===== config.mk =====
export PLATFORM = sky130hd
export DESIGN_NAME = isp_crop_window_flat
export DESIGN_NICKNAME = d
export VERILOG_FILES = /design/src/rtl/isp_crop_window_if.sv /design/src/rtl/isp_crop_window.sv /design/src/flat_wrapper.sv
export SDC_FILE = /design/constraint.sdc
export NUM_CORES = 1
export LEC_CHECK = 0
export BUFFER_PORTS_ARGS = -buffer_cell sky130_fd_sc_hd__buf_2
export CAP_MARGIN = 20
export CELL_PAD_IN_SITES_DETAIL_PLACEMENT = 0
export CELL_PAD_IN_SITES_GLOBAL_PLACEMENT = 1
export CORE_MARGIN = 2
export CORE_UTILIZATION = 35
export CTS_CLUSTER_DIAMETER = 40
export DETAILED_ROUTE_END_ITERATION = 10
export GPL_TIMING_DRIVEN = 0
export PLACE_DENSITY_LB_ADDON = 0.2
export SETUP_SLACK_MARGIN = 0.02
export SLEW_MARGIN = 20
export SYNTH_ARGS = -nofsm -noshare
export SYNTH_HDL_FRONTEND = slang
export SYNTH_SLANG_ARGS = --single-unit

===== constraint.sdc =====
create_clock -name pclk -period 3.5 [get_ports pclk]
set_input_delay 0.175 -clock pclk [delete_from_list [all_inputs] [get_ports pclk]]
set_output_delay 0.175 -clock pclk [all_outputs]
set_load 0.01 [all_outputs]

===== src/rtl/isp_crop_window_if.sv =====
// Pixel stream bundle (line valid, frame sync, packed pixel data) shared by
// the crop stage input and output.
interface isp_crop_window_if #(
   parameter int DATA_W = 8
);
   logic              href;
   logic              vsync;
   logic [DATA_W-1:0] data;

   modport master (output href, vsync, data);
   modport slave  (input  href, vsync, data);
endinterface


===== src/rtl/isp_crop_window.sv =====
// Runtime crop window with integer decimation for the ISP pixel stream.
// Config is shadowed per frame; the incoming frame size is measured and checked.
module isp_crop_window #(
   parameter int BITS     = 8,
   parameter int CHANNELS = 1,
   parameter int CNT_W    = 13,
   parameter int DEC_W    = 3
) (
   input  logic                 pclk,
   input  logic                 rst_n,
   input  logic                 crop_en,
   input  logic [CNT_W-1:0]     win_x,
   input  logic [CNT_W-1:0]     win_y,
   input  logic [CNT_W-1:0]     win_w,
   input  logic [CNT_W-1:0]     win_h,
   input  logic [DEC_W-1:0]     hdec,
   input  logic [DEC_W-1:0]     vdec,
   isp_crop_window_if.slave     in_s,
   isp_crop_window_if.master    out_m,
   output logic [CNT_W-1:0]     frame_width,
   output logic [CNT_W-1:0]     frame_height,
   output logic                 cfg_err
);

   localparam logic [CNT_W-1:0] CNT_MAX = '1;

   function automatic logic [CNT_W-1:0] sat_inc(input logic [CNT_W-1:0] v);
      return (v == CNT_MAX) ? v : v + 1'b1;
   endfunction

   logic                      r_vsync_d;
   logic                      r_href_d;
   logic [CNT_W-1:0]          r_pix_cnt;
   logic [CNT_W-1:0]          r_line_cnt;
   logic [DEC_W-1:0]          r_hph;
   logic [DEC_W-1:0]          r_vph;
   logic                      r_sh_en;
   logic [CNT_W-1:0]          r_sh_x;
   logic [CNT_W-1:0]          r_sh_y;
   logic [CNT_W-1:0]          r_sh_w;
   logic [CNT_W-1:0]          r_sh_h;
   logic [DEC_W-1:0]          r_sh_hdec;
   logic [DEC_W-1:0]          r_sh_vdec;
   logic [CNT_W-1:0]          r_frame_width;
   logic [CNT_W-1:0]          r_frame_height;
   logic                      r_cfg_err;
   logic                      r_href_p1;
   logic                      r_vsync_p1;
   logic [BITS*CHANNELS-1:0]  r_data_p1;

   logic                      w_frame_start;
   logic                      w_href_rise;
   logic                      w_href_fall;
   logic [CNT_W-1:0]          w_pix_idx;
   logic [DEC_W-1:0]          w_hph;
   logic [DEC_W-1:0]          w_vph;
   logic [CNT_W:0]            w_x_end;
   logic [CNT_W:0]            w_y_end;
   logic                      w_in_h;
   logic                      w_in_v;
   logic                      w_keep;
   logic                      w_href_p0;
   logic [CNT_W-1:0]          w_fw_next;
   logic [CNT_W:0]            w_cx_end;
   logic [CNT_W:0]            w_cy_end;
   logic                      w_err_eval;

   // Stage p0: edge detection, pixel/line position and the keep decision
   assign w_frame_start = r_vsync_d & ~in_s.vsync;
   assign w_href_rise   = in_s.href & ~r_href_d;
   assign w_href_fall   = ~in_s.href & r_href_d;
   assign w_pix_idx     = w_href_rise ? '0 : r_pix_cnt;

   // Phases restart at the window origin so the first kept pixel/line is x/y
   assign w_hph = (w_pix_idx == r_sh_x) ? '0 : r_hph;
   assign w_vph = (r_line_cnt == r_sh_y) ? '0 : r_vph;

   assign w_x_end = {1'b0, r_sh_x} + {1'b0, r_sh_w};
   assign w_y_end = {1'b0, r_sh_y} + {1'b0, r_sh_h};
   assign w_in_h  = (w_pix_idx >= r_sh_x) && ({1'b0, w_pix_idx} < w_x_end);
   assign w_in_v  = (r_line_cnt >= r_sh_y) && ({1'b0, r_line_cnt} < w_y_end);
   assign w_keep  = w_in_h & w_in_v & (w_hph == '0) & (w_vph == '0);

   assign w_href_p0 = r_sh_en ? (in_s.href & w_keep) : in_s.href;

   // Range check uses the incoming config and the geometry measured this cycle
   assign w_fw_next  = w_href_fall ? r_pix_cnt : r_frame_width;
   assign w_cx_end   = {1'b0, win_x} + {1'b0, win_w};
   assign w_cy_end   = {1'b0, win_y} + {1'b0, win_h};
   assign w_err_eval = crop_en && (r_line_cnt != '0) &&
                       ((w_cx_end > {1'b0, w_fw_next}) || (w_cy_end > {1'b0, r_line_cnt}));

   always_ff @(posedge pclk or negedge rst_n) begin
      if (!rst_n) begin
         r_vsync_d      <= 1'b0;
         r_href_d       <= 1'b0;
         r_pix_cnt      <= '0;
         r_line_cnt     <= '0;
         r_hph          <= '0;
         r_vph          <= '0;
         r_sh_en        <= 1'b0;
         r_sh_x         <= '0;
         r_sh_y         <= '0;
         r_sh_w         <= '0;
         r_sh_h         <= '0;
         r_sh_hdec      <= '0;
         r_sh_vdec      <= '0;
         r_frame_width  <= '0;
         r_frame_height <= '0;
         r_cfg_err      <= 1'b0;
         r_href_p1      <= 1'b0;
         r_vsync_p1     <= 1'b0;
         r_data_p1      <= '0;
      end else begin
         r_vsync_d <= in_s.vsync;
         r_href_d  <= in_s.href;

         if (in_s.href) begin
            r_pix_cnt <= sat_inc(w_pix_idx);
            r_hph     <= (w_hph == r_sh_hdec) ? '0 : w_hph + 1'b1;
         end

         if (w_frame_start) begin
            r_line_cnt <= '0;
         end else if (w_href_fall) begin
            r_line_cnt <= sat_inc(r_line_cnt);
            r_vph      <= (w_vph == r_sh_vdec) ? '0 : w_vph + 1'b1;
         end

         if (w_href_fall) begin
            r_frame_width <= r_pix_cnt;
         end

         if (w_frame_start) begin
            r_frame_height <= r_line_cnt;
            r_sh_en        <= crop_en;
            r_sh_x         <= win_x;
            r_sh_y         <= win_y;
            r_sh_w         <= win_w;
            r_sh_h         <= win_h;
            r_sh_hdec      <= hdec;
            r_sh_vdec      <= vdec;
            r_cfg_err      <= w_err_eval;
         end

         // Stage p1: registered stream outputs
         r_href_p1  <= w_href_p0;
         r_vsync_p1 <= in_s.vsync;
         r_data_p1  <= w_href_p0 ? in_s.data : '0;
      end
   end

   assign out_m.href   = r_href_p1;
   assign out_m.vsync  = r_vsync_p1;
   assign out_m.data   = r_data_p1;
   assign frame_width  = r_frame_width;
   assign frame_height = r_frame_height;
   assign cfg_err      = r_cfg_err;

endmodule


===== src/flat_wrapper.sv =====
// flat-port wrapper written by rule: the top's interface ports become plain ports
module isp_crop_window_flat 
#(
   parameter int BITS     = 8,
   parameter int CHANNELS = 1,
   parameter int CNT_W    = 13,
   parameter int DEC_W    = 3
)
  (pclk, rst_n, crop_en, win_x, win_y, win_w, win_h, hdec, vdec, frame_width, frame_height, cfg_err, in_s_href, in_s_vsync, in_s_data, out_m_href, out_m_vsync, out_m_data);
  isp_crop_window_if #(.DATA_W((BITS * CHANNELS))) in_s_i ();
  isp_crop_window_if #(.DATA_W((BITS * CHANNELS))) out_m_i ();
  input  logic pclk;
  input  logic rst_n;
  input  logic crop_en;
  input  logic [CNT_W-1:0] win_x;
  input  logic [CNT_W-1:0] win_y;
  input  logic [CNT_W-1:0] win_w;
  input  logic [CNT_W-1:0] win_h;
  input  logic [DEC_W-1:0] hdec;
  input  logic [DEC_W-1:0] vdec;
  output logic [CNT_W-1:0] frame_width;
  output logic [CNT_W-1:0] frame_height;
  output logic cfg_err;
  input wire logic [$bits(in_s_i.href)-1:0] in_s_href;
  input wire logic [$bits(in_s_i.vsync)-1:0] in_s_vsync;
  input wire logic [$bits(in_s_i.data)-1:0] in_s_data;
  output wire logic [$bits(out_m_i.href)-1:0] out_m_href;
  output wire logic [$bits(out_m_i.vsync)-1:0] out_m_vsync;
  output wire logic [$bits(out_m_i.data)-1:0] out_m_data;
  assign in_s_i.href = in_s_href;
  assign in_s_i.vsync = in_s_vsync;
  assign in_s_i.data = in_s_data;
  assign out_m_href = out_m_i.href;
  assign out_m_vsync = out_m_i.vsync;
  assign out_m_data = out_m_i.data;
  isp_crop_window #(.BITS(BITS), .CHANNELS(CHANNELS), .CNT_W(CNT_W), .DEC_W(DEC_W)) u_core (.pclk(pclk), .rst_n(rst_n), .crop_en(crop_en), .win_x(win_x), .win_y(win_y), .win_w(win_w), .win_h(win_h), .hdec(hdec), .vdec(vdec), .in_s(in_s_i), .out_m(out_m_i), .frame_width(frame_width), .frame_height(frame_height), .cfg_err(cfg_err));
endmodule

# Word level (Yosys, flattened, before mapping)
# Cells that the tools add are included.
dict set report word_totals {
  wordCells 73
  input_bits 71
  regBits 129
  output_inout_bits 37
}
dict set report classes {
  muxes 12
  addsub 8
  n_bitwise 11
  n_eq_ne 7
  magnitude_cmp 6
  reduce_logical 11
}
# op n
set ops {}
lappend ops {{2-to-1 mux 13 bit} 6}
lappend ops {{adder 13 x 13 -> 14 bit} 4}
lappend ops {{greater-than comparator 14 x 13 -> 1 bit} 2}
lappend ops {{less-than comparator 13 x 14 -> 1 bit} 2}
lappend ops {{adder 13 x 1 -> 13 bit (second input constant)} 2}
lappend ops {{equality test 13 bit} 2}
lappend ops {{equality test 13 bit (second input constant)} 2}
lappend ops {{>= comparator 13 bit} 2}
lappend ops {{nonzero test 13 bit} 1}
lappend ops {{2-to-1 mux 3 bit} 4}
lappend ops {{2-to-1 mux 8 bit} 1}
lappend ops {{AND 1 bit} 7}
lappend ops {{adder 3 x 1 -> 3 bit (second input constant)} 2}
lappend ops {{equality test 3 bit} 2}
lappend ops {{logical NOT 3 bit} 2}
lappend ops {{logical AND 1 bit} 4}
lappend ops {{NOT 1 bit} 4}
lappend ops {{AND reduction 2 bit} 2}
lappend ops {{inequality test 2 x 1 -> 1 bit (second input constant)} 1}
lappend ops {{nonzero test 2 bit} 1}
lappend ops {{logical OR 1 bit} 1}
lappend ops {{2-to-1 mux 1 bit} 1}

# Longest topological paths before layout
# Gate-level depths: netlist of the first run.
dict set report logic_depth {
  word_depth 11
  depth_mapped 17
  depth_no_buf 17
}

# Least setup slack after synthesis of the first run
# No wires, ideal clock.
dict set report synth_path {
  kind {flip-flop to flip-flop}
  startpoint {register u_core.r_sh_y[0]}
  endpoint {register u_core.r_data_p1[0], in the netlist u_core.out_m.data[0]}
  required_time_ps 3381
  setup_ps 119
  stages_incl_launch_ff 16
  arrival_time_ps 3324
  path_buffers 0
  period_less_slack_ps 3443
  path_slack_ps 57
  cell_sequence {dfrtp_1 -> ha_1 -> fa_1 -> a21oi_1 -> o211ai_1 -> a31o_2 -> a21oi_1 -> nor2_1 -> o41ai_1 -> xor2_1 -> ha_1 -> a21oi_1 -> a211o_1 -> o311ai_1 -> o22ai_2 -> and2_1}
}
dict set report synth_via {
  elab_chain_len 9
  word_cells_on_any_way 13
  classes_between {1 x add/sub; 2 x order compare; 1 x eq/ne; 3 x mux; 4 x bitwise; 2 x reduce/logical}
}
# element line
set synth_lines {}
lappend synth_lines {{from (decl)} isp_crop_window.sv:39} ;# logic [CNT_W-1:0] r_sh_y;
lappend synth_lines {{from (signal assigned)} isp_crop_window.sv:138} ;# r_sh_y <= win_y;
lappend synth_lines {{adder 13 x 13 -> 14 bit} isp_crop_window.sv:79} ;# assign w_y_end = {1'b0, r_sh_y} + {1'b0, r_sh_h};
lappend synth_lines {{less-than comparator 13 x 14 -> 1 bit} isp_crop_window.sv:81} ;# assign w_in_v = (r_line_cnt >= r_sh_y) && ({1'b0, r_line_cnt} < w_y_end);
lappend synth_lines {{logical AND 1 bit} isp_crop_window.sv:81}
lappend synth_lines {{AND 1 bit (2 in a row)} isp_crop_window.sv:82} ;# assign w_keep = w_in_h & w_in_v & (w_hph == '0) & (w_vph == '0);
lappend synth_lines {{AND 1 bit *} isp_crop_window.sv:82}
lappend synth_lines {{AND 1 bit *} isp_crop_window.sv:84} ;# assign w_href_p0 = r_sh_en ? (in_s.href & w_keep) : in_s.href;
lappend synth_lines {{2-to-1 mux 1 bit *} isp_crop_window.sv:84}
lappend synth_lines {{via u_core.w_href_p0} isp_crop_window.sv:62} ;# logic w_href_p0;
lappend synth_lines {{2-to-1 mux 8 bit *} isp_crop_window.sv:149} ;# r_data_p1 <= w_href_p0 ? in_s.data : '0;
lappend synth_lines {{to (signal assigned)} isp_crop_window.sv:149}
lappend synth_lines {{to (decl)} isp_crop_window.sv:49} ;# logic [BITS*CHANNELS-1:0] r_data_p1;
# Mark *: on every way through the listed nets, which the timed path passes. The rest lies on a longest branch.
# A chain may end at the register's enable or synchronous reset.

# Final worst setup path of the first run
dict set report layout_path {
  startpoint {register u_core.r_sh_x[0]}
  endpoint {register u_core.r_data_p1[4], in the netlist u_core.out_m.data[4]}
}
dict set report layout_via {
  elab_chain_len 9
  word_cells_on_any_way 13
  classes_between {1 x add/sub; 2 x order compare; 1 x eq/ne; 3 x mux; 4 x bitwise; 2 x reduce/logical}
}
# element line
set layout_lines {}
lappend layout_lines {{from (decl)} isp_crop_window.sv:38} ;# logic [CNT_W-1:0] r_sh_x;
lappend layout_lines {{from (signal assigned)} isp_crop_window.sv:137} ;# r_sh_x <= win_x;
lappend layout_lines {{adder 13 x 13 -> 14 bit} isp_crop_window.sv:78} ;# assign w_x_end = {1'b0, r_sh_x} + {1'b0, r_sh_w};
lappend layout_lines {{less-than comparator 13 x 14 -> 1 bit} isp_crop_window.sv:80} ;# assign w_in_h = (w_pix_idx >= r_sh_x) && ({1'b0, w_pix_idx} < w_x_end);
lappend layout_lines {{logical AND 1 bit} isp_crop_window.sv:80}
lappend layout_lines {{AND 1 bit} isp_crop_window.sv:82}
lappend layout_lines {{AND 1 bit * (2 in a row)} isp_crop_window.sv:82}
lappend layout_lines {{AND 1 bit *} isp_crop_window.sv:84}
lappend layout_lines {{2-to-1 mux 1 bit *} isp_crop_window.sv:84}
lappend layout_lines {{2-to-1 mux 8 bit *} isp_crop_window.sv:149}
# Mark *: on every way between the ends. The rest lies on a longest branch, timed or not.

==> key figures, run 1 <==
Synth
  – Synth top area share: 35.0%
  – Post-synth ARST share: 100%
  – Flops & latches, synth: 129
  – Cells after Synth: 1032
  – Mapped Nets: 1242
  – Most common library cells after synthesis: nand2_1 (183), ha_1 (135), dfrtp_1 (129), inv_1 (73), o21ai_0 (68)
  – Post-synth EDFFs: 0
  – Dominant synthesized flop cell: dfrtp_1
  – Count of different cell masters after synthesis: 65
  – Post-Syn Area: 9220 sq um
  – Post-Syn Area per Cell: 8.93 sq um
  – Seq/Total Area, Yosys: 35.0%
  – Synth area leader: dfrtp_1
  – Area contributors post-synth: dfrtp_1 (35%), ha_1 (18%), nand2_1 (7.5%), xnor2_1 (4.1%), o21ai_0 (3.7%)
  – Most common cell in the synthesized netlist: nand2_1
  – Synth Warn #: 0

Clocking
  – Clock Latency Late Sink: 0.43 ns
  – Total clock buffers created by CTS: 17
  – CTS sink count: 129
  – CTS clk-pin slew, worst paths: 0.07 ns
  – Clock root cell: clkbuf_16
  – CTS max path bufs: 2
  – H-tree depth: 4
  – CTS tree: built

Drt
  – Vias/cell: 5.13
  – WL/cell: 18.3 microns
  – Final WL: 28.9 mm
  – First drt pass iteration count: 5
  – Initial drt markers: 462
  – Vias post-DR: 8080
  – Drc violations: 0
  – Final ANT Viol Nets: 0

Outcome
  – Outcome: finished with violations
  – Failing checks: setup timing

STA
  – Slew HR: 46.0%
  – Max Clock Skew: 0.0118 ns
  – Final setup fails: 9
  – Worst Max-Slew Pin Slew: 0.810 ns
  – Fin crit share: 105%
  – Post-route worst setup slack: -0.158 ns
  – Final hold vios: 0
  – WHS: 0.0136 ns
  – Unrepaired setup endpoints after global routing: yes
  – Setup TNS: -1.23 ns
  – Period minus WS final: 3.66 ns
  – Fmax: 273 MHz
  – Final Max Tran Viols: 0

Power and ir drop
  – Leakage: 5.78 nW
  – Combinational Power Share: 35.2%
  – Sw frac: 36.7%
  – Internal power: 3.45 mW
  – Clock power share: 31.3%
  – Power density over the cells: 466 nW/um^2
  – Sequential share of power: 33.5%
  – Worst VDD drop: 0.318 mV
  – Switch Pwr: 1.99 mW

Setup path
  – Worst path slowest cell: dfrtp_1
  – Worst r2r src: u_core.r_sh_x[0]$_DFFE_PN0P_
  – Worst Path Buf+Inv: 1
  – Worst Setup Start Kind: register
  – CP arrival: 3.98 ns
  – Worst reg2reg path endpoint: u_core.out_m.data[4]$_DFF_PN0_
  – Family with the most delay on the worst path: compound AO/OA/AOI/OAI gates
  – Flop-to-flop setup slack: -0.16 ns
  – Crit path required time: 3.82 ns
  – Crit-path max cell delay: 0.40 ns
  – CP Class: reg2reg
  – Crit Path Max Fanout: 4
  – Crit end category: register
  – Critical-path cell list: ha_2 > fa_2 > a21o_1 > a21o_1 > a21oi_2 > o211ai_1 > a31o_2 > a21oi_2 > xor2_1 > ha_2 > nor2_1 > a211oi_1 > o21ai_1 > o31ai_2 > buf_4 > o22ai_2 > and2_1
  – FF-to-FF path depth: 17

Die
  – Initial Utilization: 35.5%
  – IO Pins: 108
  – Row cnt: 59
  – Die area: 27600 sq um
  – Die H: 166 microns
  – Core ar.: 26000 sq um
  – Die span in x: 166 microns

Global route
  – Initial antenna violation count: 0
  – GRT Total Usage: 21.3%
  – First-pass GRT wire length: 46.0 mm
  – Largest net degree at the start of global routing: 76
  – GR Overflow Total: 0
  – Number of global-route vias before repair: 8098

Worst hold path
  – Hold path endpoint: u_core.r_sh_h[1]$_DFFE_PN0P_
  – Hold_sp: win_h[1]
  – WHS Path Cells: 3
  – Hold crit path type: in2reg

Run
  – Max-Cap Viols: 0

Placed design
  – # port buffers: 107
  – Placed instance count: 1475
  – Detailed placer's ending HPWL: 22.1 mm
  – GPL Wtd Cong: 0.798
  – Pre-CTS setup slack: -0.796 ns

Layout
  – Final Core Density: 44.9%
  – Final #Nets: 1438
  – Non-Filler Instances: 1576
  – Layout area overhead: 26.7%
  – Ratio of cells with drive above 1 in the final layout: 17.6%
  – Diodes inserted: 0
==> area by class of cell <==
class,count,area [sq um]
buffer,23,93.8
clock buffer,18,439
clock inverter,14,108
fill,2610,14300
inverter,73,274
multi-input combinational,808,5890
sequential,129,3230
tap,335,419
timing repair buffer,176,1220
==> how the worst max path moves through the flow <==
stage	from	endpoint	slack, ns	depth (start not counted)
floorplan	u_core.r_sh_y[0]$_DFFE_PN0P_	u_core.out_m.data[0]$_DFF_PN0_	0.06	15
global placement	in_s_href	u_core.cfg_err$_DFFE_PN0P_	-0.73	13
detailed placement	in_s_href	u_core.cfg_err$_DFFE_PN0P_	-0.80	13
CTS	u_core.r_sh_h[0]$_DFFE_PN0P_	u_core.out_m.data[6]$_DFF_PN0_	-0.13	16
global route	u_core.r_sh_h[0]$_DFFE_PN0P_	u_core.out_m.data[1]$_DFF_PN0_	-0.31	16
finish	u_core.r_sh_x[0]$_DFFE_PN0P_	u_core.out_m.data[4]$_DFF_PN0_	-0.16	17
==> per-stage QoR <==
stage | instance area (sq um) | power [mW]
2_1_floorplan | 9220 | 3.05
3_3_place_gp | 10200 | 3.57
3_5_place_dp | 10200 | 3.60
4_1_cts | 11500 | 5.44
5_1_grt | 11700 | 5.84
6_report | 11700 | 5.44
==> metal layers <==
metal	track usage, %	part of all wire, %
met1	30.9	50
met2	33.7	45
met3	3.07	3.6
met4	4.99	1.3
met5	0	0
==> power by group through the flow <==
stage | Sequential, mW | Combinational (mW) | Clock, mW
floorplan | 1.81 | 1.24 | 0
global placement | 1.84 | 1.73 | 0
detailed placement | 1.85 | 1.75 | 0
CTS | 1.82 | 1.87 | 1.75
global route | 1.85 | 2.18 | 1.82
finish | 1.82 | 1.92 | 1.70
==> sequential cells by signal, summed over array words and instances, names as in the netlist, 8 cells and up <==
register / cells
u_core.frame_width: 13
u_core.r_line_cnt: 13
u_core.r_sh_x: 13
u_core.r_sh_w: 13
u_core.r_pix_cnt: 13
u_core.r_sh_y: 13
u_core.r_sh_h: 13
u_core.out_m.data: 8
u_core.frame_height: 13
==> cells by family after synthesis <==
group,count (synthesis),share of synthesized area [%]
and+or+nand+nor,369,18.5
AOI/OAI and AO/OA,218,15.5
adders and majority gates,139,19.2
DFF,129,35.0
buffers and inverters,96,3.92
xor gates and xnor gates,67,6.37
muxes,14,1.55
==> cell usage in the layout (no fill, tap or decap), types with 5 or more instances in the layout <==
cell type / instances
nand2_1: 183
dfrtp_1: 129
ha_1: 126
buf_2: 105
inv_1: 73
o21ai_0: 66
dlygate4sd3_1: 55
nor2_1: 46
xnor2_1: 43
a21oi_1: 41
nand3_1: 29
and2_1: 26
xor2_1: 24
a21o_1: 20
clkbuf_1: 19
clkbuf_16: 17
nor3_1: 15
buf_4: 14
nand4_1: 12
nor2b_1: 12
mux2i_1: 12
a21oi_2: 10
and3_1: 9
nand2b_1: 8
o211ai_1: 8
o21a_1: 7
a211oi_1: 6
and4_1: 6
clkinvlp_4: 6
nor3_2: 5
nor4_1: 5
o22ai_1: 5
ha_2: 5
==> worst min-delay path, cell delays in order <==
cell     delay (ns)
buf_2          0.13
nand2_1        0.06
nand2_1        0.04
==> repair_timing <==
action                     CTS  global route
resized for setup           26            27
setup buffers               10             4
pin swaps                   17            18
hold buffers                55             0
hold endpoints to repair   108             0
gates cloned                 1             0
setup endpoints to repair   10            10
Power figures use the tool's default switching activity.
==> run 2, diff against run 1 <==
- RECOVER_POWER: not set -> 25
==> key figures, run 2 (same netlist as run 1, synthesis figures left out) <==
Layout
  – Final Core Density: 44.8% (was 44.9%)
  – Final instance area: 11600 sq um (was 11700 sq um)
  – Final #Nets: 1438 (unchanged)
  – Layout area overhead: 26.3% (was 26.7%)
  – Ratio of cells with drive above 1 in the final layout: 17.2% (was 17.6%)
  – Commonest non-fill, non-tap cell in the layout: nand2_1 (unchanged)
  – Diodes inserted: 0 (unchanged)
  – Commonest non-fill, non-tap cells in the layout: nand2_1 (183), dfrtp_1 (129), ha_1 (126) (unchanged)

STA
  – Final hold vios: 0 (unchanged)
  – Fin crit share: 104% (was 105%)
  – Post-route worst setup slack: -0.128 ns (was -0.158 ns)
  – Worst Max-Slew Pin Slew: 1.55 ns (was 0.810 ns)
  – Period minus WS final: 3.63 ns (was 3.66 ns)
  – Max Clock Skew: 0.0131 ns (was 0.0118 ns)
  – Final setup fails: 9 (unchanged)
  – Slew HR: -3.22% (was 46.0%)
  – Final Max Tran Viols: 56 (was 0)
  – Unrepaired setup endpoints after global routing: yes (unchanged)
  – Fmax: 276 MHz (was 273 MHz)

Die
  – Core ar.: 26000 sq um (unchanged)
  – IO Pins: 108 (unchanged)
  – Initial Utilization: 35.5% (unchanged)
  – Die H: 166 microns (unchanged)
  – Die span in x: 166 microns (unchanged)
  – Die area: 27600 sq um (unchanged)
  – Row cnt: 59 (unchanged)

Global route
  – Initial antenna violation count: 0 (unchanged)
  – Number of global-route vias before repair: 8098 (unchanged)
  – First-pass GRT wire length: 46.0 mm (unchanged)
  – GR Overflow Total: 0 (unchanged)
  – GRT Total Usage: 21.3% (unchanged)
  – Largest net degree at the start of global routing: 76 (unchanged)

Drt
  – Vias/cell: 5.13 (about the same)
  – First drt pass iteration count: 4 (was 5)
  – Final ANT Viol Nets: 0 (unchanged)
  – Vias post-DR: 8085 (was 8080)
  – WL/cell: 18.4 microns (was 18.3 microns)
  – Final WL: 29.0 mm (was 28.9 mm)
  – Drc violations: 0 (unchanged)
  – Initial drt markers: 504 (was 462)

Placed design
  – Placed inst area: 10200 sq um (unchanged)
  – # port buffers: 107 (unchanged)
  – Detailed placer's ending HPWL: 22.1 mm (unchanged)
  – GPL Wtd Cong: 0.798 (unchanged)

Worst hold path
  – Hold_sp: win_h[1] (unchanged)
  – Hold path endpoint: u_core.r_sh_h[1]$_DFFE_PN0P_ (unchanged)
  – Hold crit path type: in2reg (unchanged)
  – WHS Path Cells: 3 (unchanged)

Power and ir drop
  – Leakage: 5.76 nW (was 5.78 nW)
  – Worst VDD drop: 0.320 mV (was 0.318 mV)
  – Switch Pwr: 1.99 mW (about the same)
  – Sw frac: 36.7% (about the same)
  – Sequential share of power: 33.5% (about the same)
  – Internal power: 3.44 mW (was 3.45 mW)
  – Power density over the cells: 467 nW/um^2 (was 466 nW/um^2)
  – Clock power share: 31.4% (was 31.3%)
  – Combinational Power Share: 35.1% (was 35.2%)

Clocking
  – CTS max path bufs: 2 (unchanged)
  – CTS tree: built (unchanged)
  – Clock root cell: clkbuf_16 (unchanged)
  – Total clock buffers created by CTS: 17 (unchanged)
  – CTS sink count: 129 (unchanged)
  – CTS clk-pin slew, worst paths: 0.07 ns (about the same)
  – Clock Latency Late Sink: 0.43 ns (about the same)
  – H-tree depth: 4 (unchanged)

Setup path
  – CP Class: reg2reg (unchanged)
  – Flop-to-flop setup slack: -0.13 ns (was -0.16 ns)
  – Worst Setup Start Kind: register (unchanged)
  – Worst r2r src: u_core.r_sh_x[0]$_DFFE_PN0P_ (unchanged)
  – FF-to-FF path depth: 16 (was 17)
  – CP arrival: 3.95 ns (was 3.98 ns)
  – Worst reg2reg path endpoint: u_core.out_m.data[4]$_DFF_PN0_ (unchanged)
  – Crit path required time: 3.82 ns (about the same)
  – Crit Path Max Fanout: 4 (unchanged)
  – Crit end category: register (unchanged)

Outcome
  – Outcome: finished with violations (unchanged)
  – Failing checks: capacitance limit, slew limit, setup timing (was setup timing)

Run
  – Max-Cap Viols: 1 (was 0)
run 2: cell count changes in the layout (fill, tap and decap cells not counted), sizes merged:
cell / before / now
clkbuf: 37 / 43
buf: 125 / 119
run 2: worst max-delay path: stages, from the launching register on:
cell and delay, ns:
dfrtp_1 0.40, ha_2 0.21, fa_2 0.36, a21o_1 0.18, a21o_1 0.19, a21oi_2 0.16, o21bai_1 0.11, xnor2_1 0.15
ha_1 0.29, and3_1 0.17, nand3_1 0.07, o21ai_0 0.43, a21oi_2 0.13, o31ai_2 0.20, buf_4 0.17, o22ai_2 0.10
and2_1 0.19
run 2: layout make-up:
class	instances	area (sq um)
clock inverter	14	108
buffer	23	93.8
clock buffer	18	439
sequential	129	3230
inverter	73	274
multi-input combinational	808	5890
timing repair buffer	176	1190
tap	335	419
fill	2611	14300
run 2: metal layers:
layer  share of wire, %  track usage, %  up-vias
met2                 45            33.7      158
met4                1.3            4.99        0
met1                 50            30.9     3881
li1                   -               -     4024
met5                  0               0        -
met3                4.0            3.07       22
run 2: how the worst max path moves through the flow:
| stage | start | to | slack, ns | depth (start not counted) |
|---|---|---|---|---|
| CTS | u_core.r_sh_h[0]$_DFFE_PN0P_ | u_core.out_m.data[6]$_DFF_PN0_ | -0.13 | 16 |
| global route | u_core.r_sh_h[0]$_DFFE_PN0P_ | u_core.out_m.data[1]$_DFF_PN0_ | -0.31 | 16 |
| floorplan | u_core.r_sh_y[0]$_DFFE_PN0P_ | u_core.out_m.data[0]$_DFF_PN0_ | 0.06 | 15 |
| finish | u_core.r_sh_x[0]$_DFFE_PN0P_ | u_core.out_m.data[4]$_DFF_PN0_ | -0.13 | 16 |
| global placement | in_s_href | u_core.cfg_err$_DFFE_PN0P_ | -0.73 | 13 |
| detailed placement | in_s_href | u_core.cfg_err$_DFFE_PN0P_ | -0.80 | 13 |
run 2: timing repair:
action / CTS / global route
setup buffers: 10 / 4
cloned: 1 / 0
gates resized for setup: 26 / 27
hold buffers: 55 / 0
pin swaps: 17 / 18
endpoints found under the hold margin: 108 / 0
endpoints found under the setup margin: 10 / 10
run 2: through the flow:
step / TNS (ns) / hold slack (ns) / std cells / power (mW) / setup slack [ns]
final: -0.967 / 0.0133 / 1576 / 5.44 / -0.128
after CTS: -1.05 / 0.00130 / 1573 / 5.44 / -0.133
after floorplan: 0 / -0.121 / 1032 / 3.05 / 0.0567
after global routing: -2.61 / 0.0173 / 1576 / 5.83 / -0.314
after detailed placement: -5.36 / 0.139 / 1475 / 3.60 / -0.796
after global placement: -5.64 / 0.313 / 1474 / 3.57 / -0.729
run 2: power groups by stage:
| stage | clock, mW | combinational [mW] | sequential [mW] |
|---|---|---|---|
| after floorplan | 0 | 1.24 | 1.81 |
| after global placement | 0 | 1.73 | 1.84 |
| after detailed placement | 0 | 1.75 | 1.85 |
| after CTS | 1.75 | 1.87 | 1.82 |
| after global routing | 1.82 | 2.17 | 1.85 |
| final | 1.70 | 1.91 | 1.82 |
==> run 3, diff against run 2 <==
- SKIP_CTS_REPAIR_TIMING: not set -> 1
- clock period: 3.5 -> 3.42 ns (I/O delays scaled with it)
==> key figures, run 3 (same netlist as run 1, synthesis figures left out) <==
Die
  – Initial Utilization: 35.5% (unchanged)
  – Die span in x: 166 microns (unchanged)
  – Die H: 166 microns (unchanged)
  – IO Pins: 108 (unchanged)
  – Row cnt: 59 (unchanged)
  – Die area: 27600 sq um (unchanged)
  – Core ar.: 26000 sq um (unchanged)

Power and ir drop
  – Power density over the cells: 492 nW/um^2 (was 467 nW/um^2)
  – Leakage: 5.71 nW (was 5.76 nW)
  – Worst VDD drop: 0.297 mV (was 0.320 mV)

STA
  – Slew HR: -30.8% (was -3.22%)
  – Fin crit share: 107% (was 104%)
  – Final setup fails: 9 (unchanged)
  – Worst Max-Slew Pin Slew: 1.96 ns (was 1.55 ns)
  – WHS: -0.0279 ns (was 0.0133 ns)
  – Period minus WS final: 3.67 ns (was 3.63 ns)
  – Fmax: 273 MHz (was 276 MHz)
  – Setup TNS: -1.99 ns (was -0.967 ns)
  – Final hold vios: 11 (was 0)
  – Post-route worst setup slack: -0.246 ns (was -0.128 ns)
  – Max Clock Skew: 0.00896 ns (was 0.0131 ns)
  – Unrepaired setup endpoints after global routing: yes (unchanged)
  – Final Max Tran Viols: 71 (was 56)

Global route
  – GR Overflow Total: 0 (unchanged)
  – Number of global-route vias before repair: 7736 (was 8098)
  – GRT Total Usage: 20.7% (was 21.3%)
  – Initial antenna violation count: 0 (unchanged)
  – First-pass GRT wire length: 44.4 mm (was 46.0 mm)
  – Largest net degree at the start of global routing: 72 (was 76)

Clocking
  – CTS tree: built (unchanged)
  – Clock Latency Late Sink: 0.43 ns (about the same)
  – CTS max path bufs: 2 (unchanged)
  – Clock root cell: clkbuf_16 (unchanged)
  – CTS clk-pin slew, worst paths: 0.06 ns (was 0.07 ns)
  – Total clock buffers created by CTS: 17 (unchanged)
  – H-tree depth: 4 (unchanged)
  – CTS sink count: 129 (unchanged)

Placed design
  – Placed instance count: 1475 (unchanged)
  – GPL Wtd Cong: 0.808 (was 0.798)
  – Pre-CTS setup slack: -0.940 ns (was -0.796 ns)
  – # port buffers: 107 (unchanged)
  – Detailed placer's ending HPWL: 22.0 mm (was 22.1 mm)
  – Placed inst area: 10200 sq um (about the same)

Worst hold path
  – Hold path endpoint: u_core.r_sh_h[0]$_DFFE_PN0P_ (was u_core.r_sh_h[1]$_DFFE_PN0P_)
  – WHS Path Cells: 3 (unchanged)
  – Hold_sp: win_h[0] (was win_h[1])
  – Hold crit path type: in2reg (unchanged)

Drt
  – Met3 Routed Length: 1.34 mm (was 1.15 mm)
  – First drt pass iteration count: 5 (was 4)
  – Initial drt markers: 483 (was 504)
  – Vias post-DR: 8000 (was 8085)
  – Drc violations: 0 (unchanged)
  – Vias/cell: 5.14 (was 5.13)
  – Met2 WL: 12.7 mm (was 13.1 mm)
  – Top sig layer: met4 (unchanged)
  – Final ANT Viol Nets: 0 (unchanged)
  – Final WL: 28.7 mm (was 29.0 mm)
  – WL/cell: 18.5 microns (was 18.4 microns)
  – Routed length on met1: 14.3 mm (about the same)

Setup path
  – Worst reg2reg path endpoint: u_core.out_m.data[7]$_DFF_PN0_ (was u_core.out_m.data[4]$_DFF_PN0_)
  – Flop-to-flop setup slack: -0.25 ns (was -0.13 ns)
  – CP arrival: 4.04 ns (was 3.95 ns)
  – FF-to-FF path depth: 17 (was 16)
  – Crit Path Max Fanout: 5 (was 4)
  – Worst r2r src: u_core.r_sh_y[0]$_DFFE_PN0P_ (was u_core.r_sh_x[0]$_DFFE_PN0P_)
  – Critical-path cell list: ha_4 > fa_2 > a21oi_2 > o211ai_1 > a31o_2 > a21oi_2 > nor2_1 > o41ai_2 > xor2_1 > ha_1 > inv_1 > o211ai_1 > nor3_2 > o311ai_4 > buf_4 > o22ai_4 > and2_4 (was ha_2 > fa_2 > a21o_1 > a21o_1 > a21oi_2 > o21bai_1 > xnor2_1 > ha_1 > and3_1 > nand3_1 > o21ai_0 > a21oi_2 > o31ai_2 > buf_4 > o22ai_2 > and2_1)
  – Crit end category: register (unchanged)
  – CP Class: reg2reg (unchanged)
  – Crit-path max cell delay: 0.43 ns (about the same)
  – Worst path slowest cell: dfrtp_1 (was o21ai_0)
  – Worst Setup Start Kind: register (unchanged)
  – Crit path required time: 3.79 ns (was 3.82 ns)

Layout
  – Commonest non-fill, non-tap cell in the layout: nand2_1 (unchanged)
  – Fill cells: 2611 (unchanged)
  – Non-Filler Instances: 1556 (was 1576)
  – Diodes inserted: 0 (unchanged)
  – Layout area overhead: 24.2% (was 26.3%)
  – Ratio of cells with drive above 1 in the final layout: 16.8% (was 17.2%)
  – Final #Nets: 1418 (was 1438)
  – Commonest non-fill, non-tap cells in the layout: nand2_1 (183), ha_1 (131), dfrtp_1 (129) (was nand2_1 (183), dfrtp_1 (129), ha_1 (126))
  – Final instance area: 11500 sq um (was 11600 sq um)

Outcome
  – Outcome: finished with violations (unchanged)
  – Failing checks: hold timing, capacitance limit, slew limit, setup timing (was capacitance limit, slew limit, setup timing)

Run
  – Max-Cap Viols: 1 (unchanged)
## run 3: cell types whose count changed in the layout (fill, tap and decap cells not counted), moves of 3 or more
cell	change
inv_6	-4
ha_1	+5
ha_2	-3
buf_2	+3
clkinvlp_4	-3
dlygate4sd3_1	-21
## run 3: layout make-up
type	instances	area, sq um	share of cell area, %
Buffer	23	95.1	0.830
Clock buffer	22	454	3.97
Clock inverter	10	111	0.972
Inverter	73	274	2.39
Multi-Input combinational cell	808	5860	51.2
Sequential cell	129	3230	28.2
Tap cell	335	419	3.66
Timing Repair Buffer	156	1010	8.78
## run 3: stage by stage
| step | util (%) | total power, mW | hold WS, ns |
|---|---|---|---|
| finish | 44.1 | 5.63 | -0.0279 |
| floorplan | - | 3.13 | -0.125 |
| global route | 44.1 | 6.02 | -0.000302 |
| detailed placement | 39.3 | 3.67 | 0.190 |
| CTS | 41.5 | 5.52 | -0.269 |
| global placement | 39.2 | 3.65 | 0.309 |
## run 3: per-layer routing
layer / up-vias / GRT usage [%]
met5: - / 0
met2: 176 / 31.3
met3: 29 / 5.03
li1: 3975 / -
met4: 0 / 5.06
met1: 3820 / 29.7
## run 3: power breakdown
| part | internal, mW | leakage (nW) | switching [mW] |
|---|---|---|---|
| clock network | 1.09 | 0.270 | 0.751 |
| logic | 0.843 | 3.78 | 1.08 |
| registers | 1.71 | 1.67 | 0.163 |
| total | 3.64 | 5.71 | 1.99 |
## run 3: worst max path at each step
stage,startpoint,to,slack (ns),depth (start not counted)
4_1_cts,u_core.r_href_d$_DFF_PN0_,u_core.cfg_err$_DFFE_PN0P_,-0.69,12
3_5_place_dp,in_s_href,u_core.cfg_err$_DFFE_PN0P_,-0.94,13
2_1_floorplan,u_core.r_sh_y[0]$_DFFE_PN0P_,u_core.out_m.data[0]$_DFF_PN0_,0.05,15
6_report,u_core.r_sh_y[0]$_DFFE_PN0P_,u_core.out_m.data[7]$_DFF_PN0_,-0.25,17
5_1_grt,u_core.r_sh_y[0]$_DFFE_PN0P_,u_core.out_m.data[7]$_DFF_PN0_,-0.43,18
3_3_place_gp,in_s_href,u_core.cfg_err$_DFFE_PN0P_,-1.01,13
## run 3: worst max-delay path: cells and delay by family, from the launching register on
family                     cells  cell delay [ns]
AOI/OAI and AO/OA              8             1.40
adders and majority gates      3             0.83
and+or+nand+nor                3             0.50
DFF                            1             0.43
buffers and inverters          2             0.23
xor gates and xnor gates       1             0.19
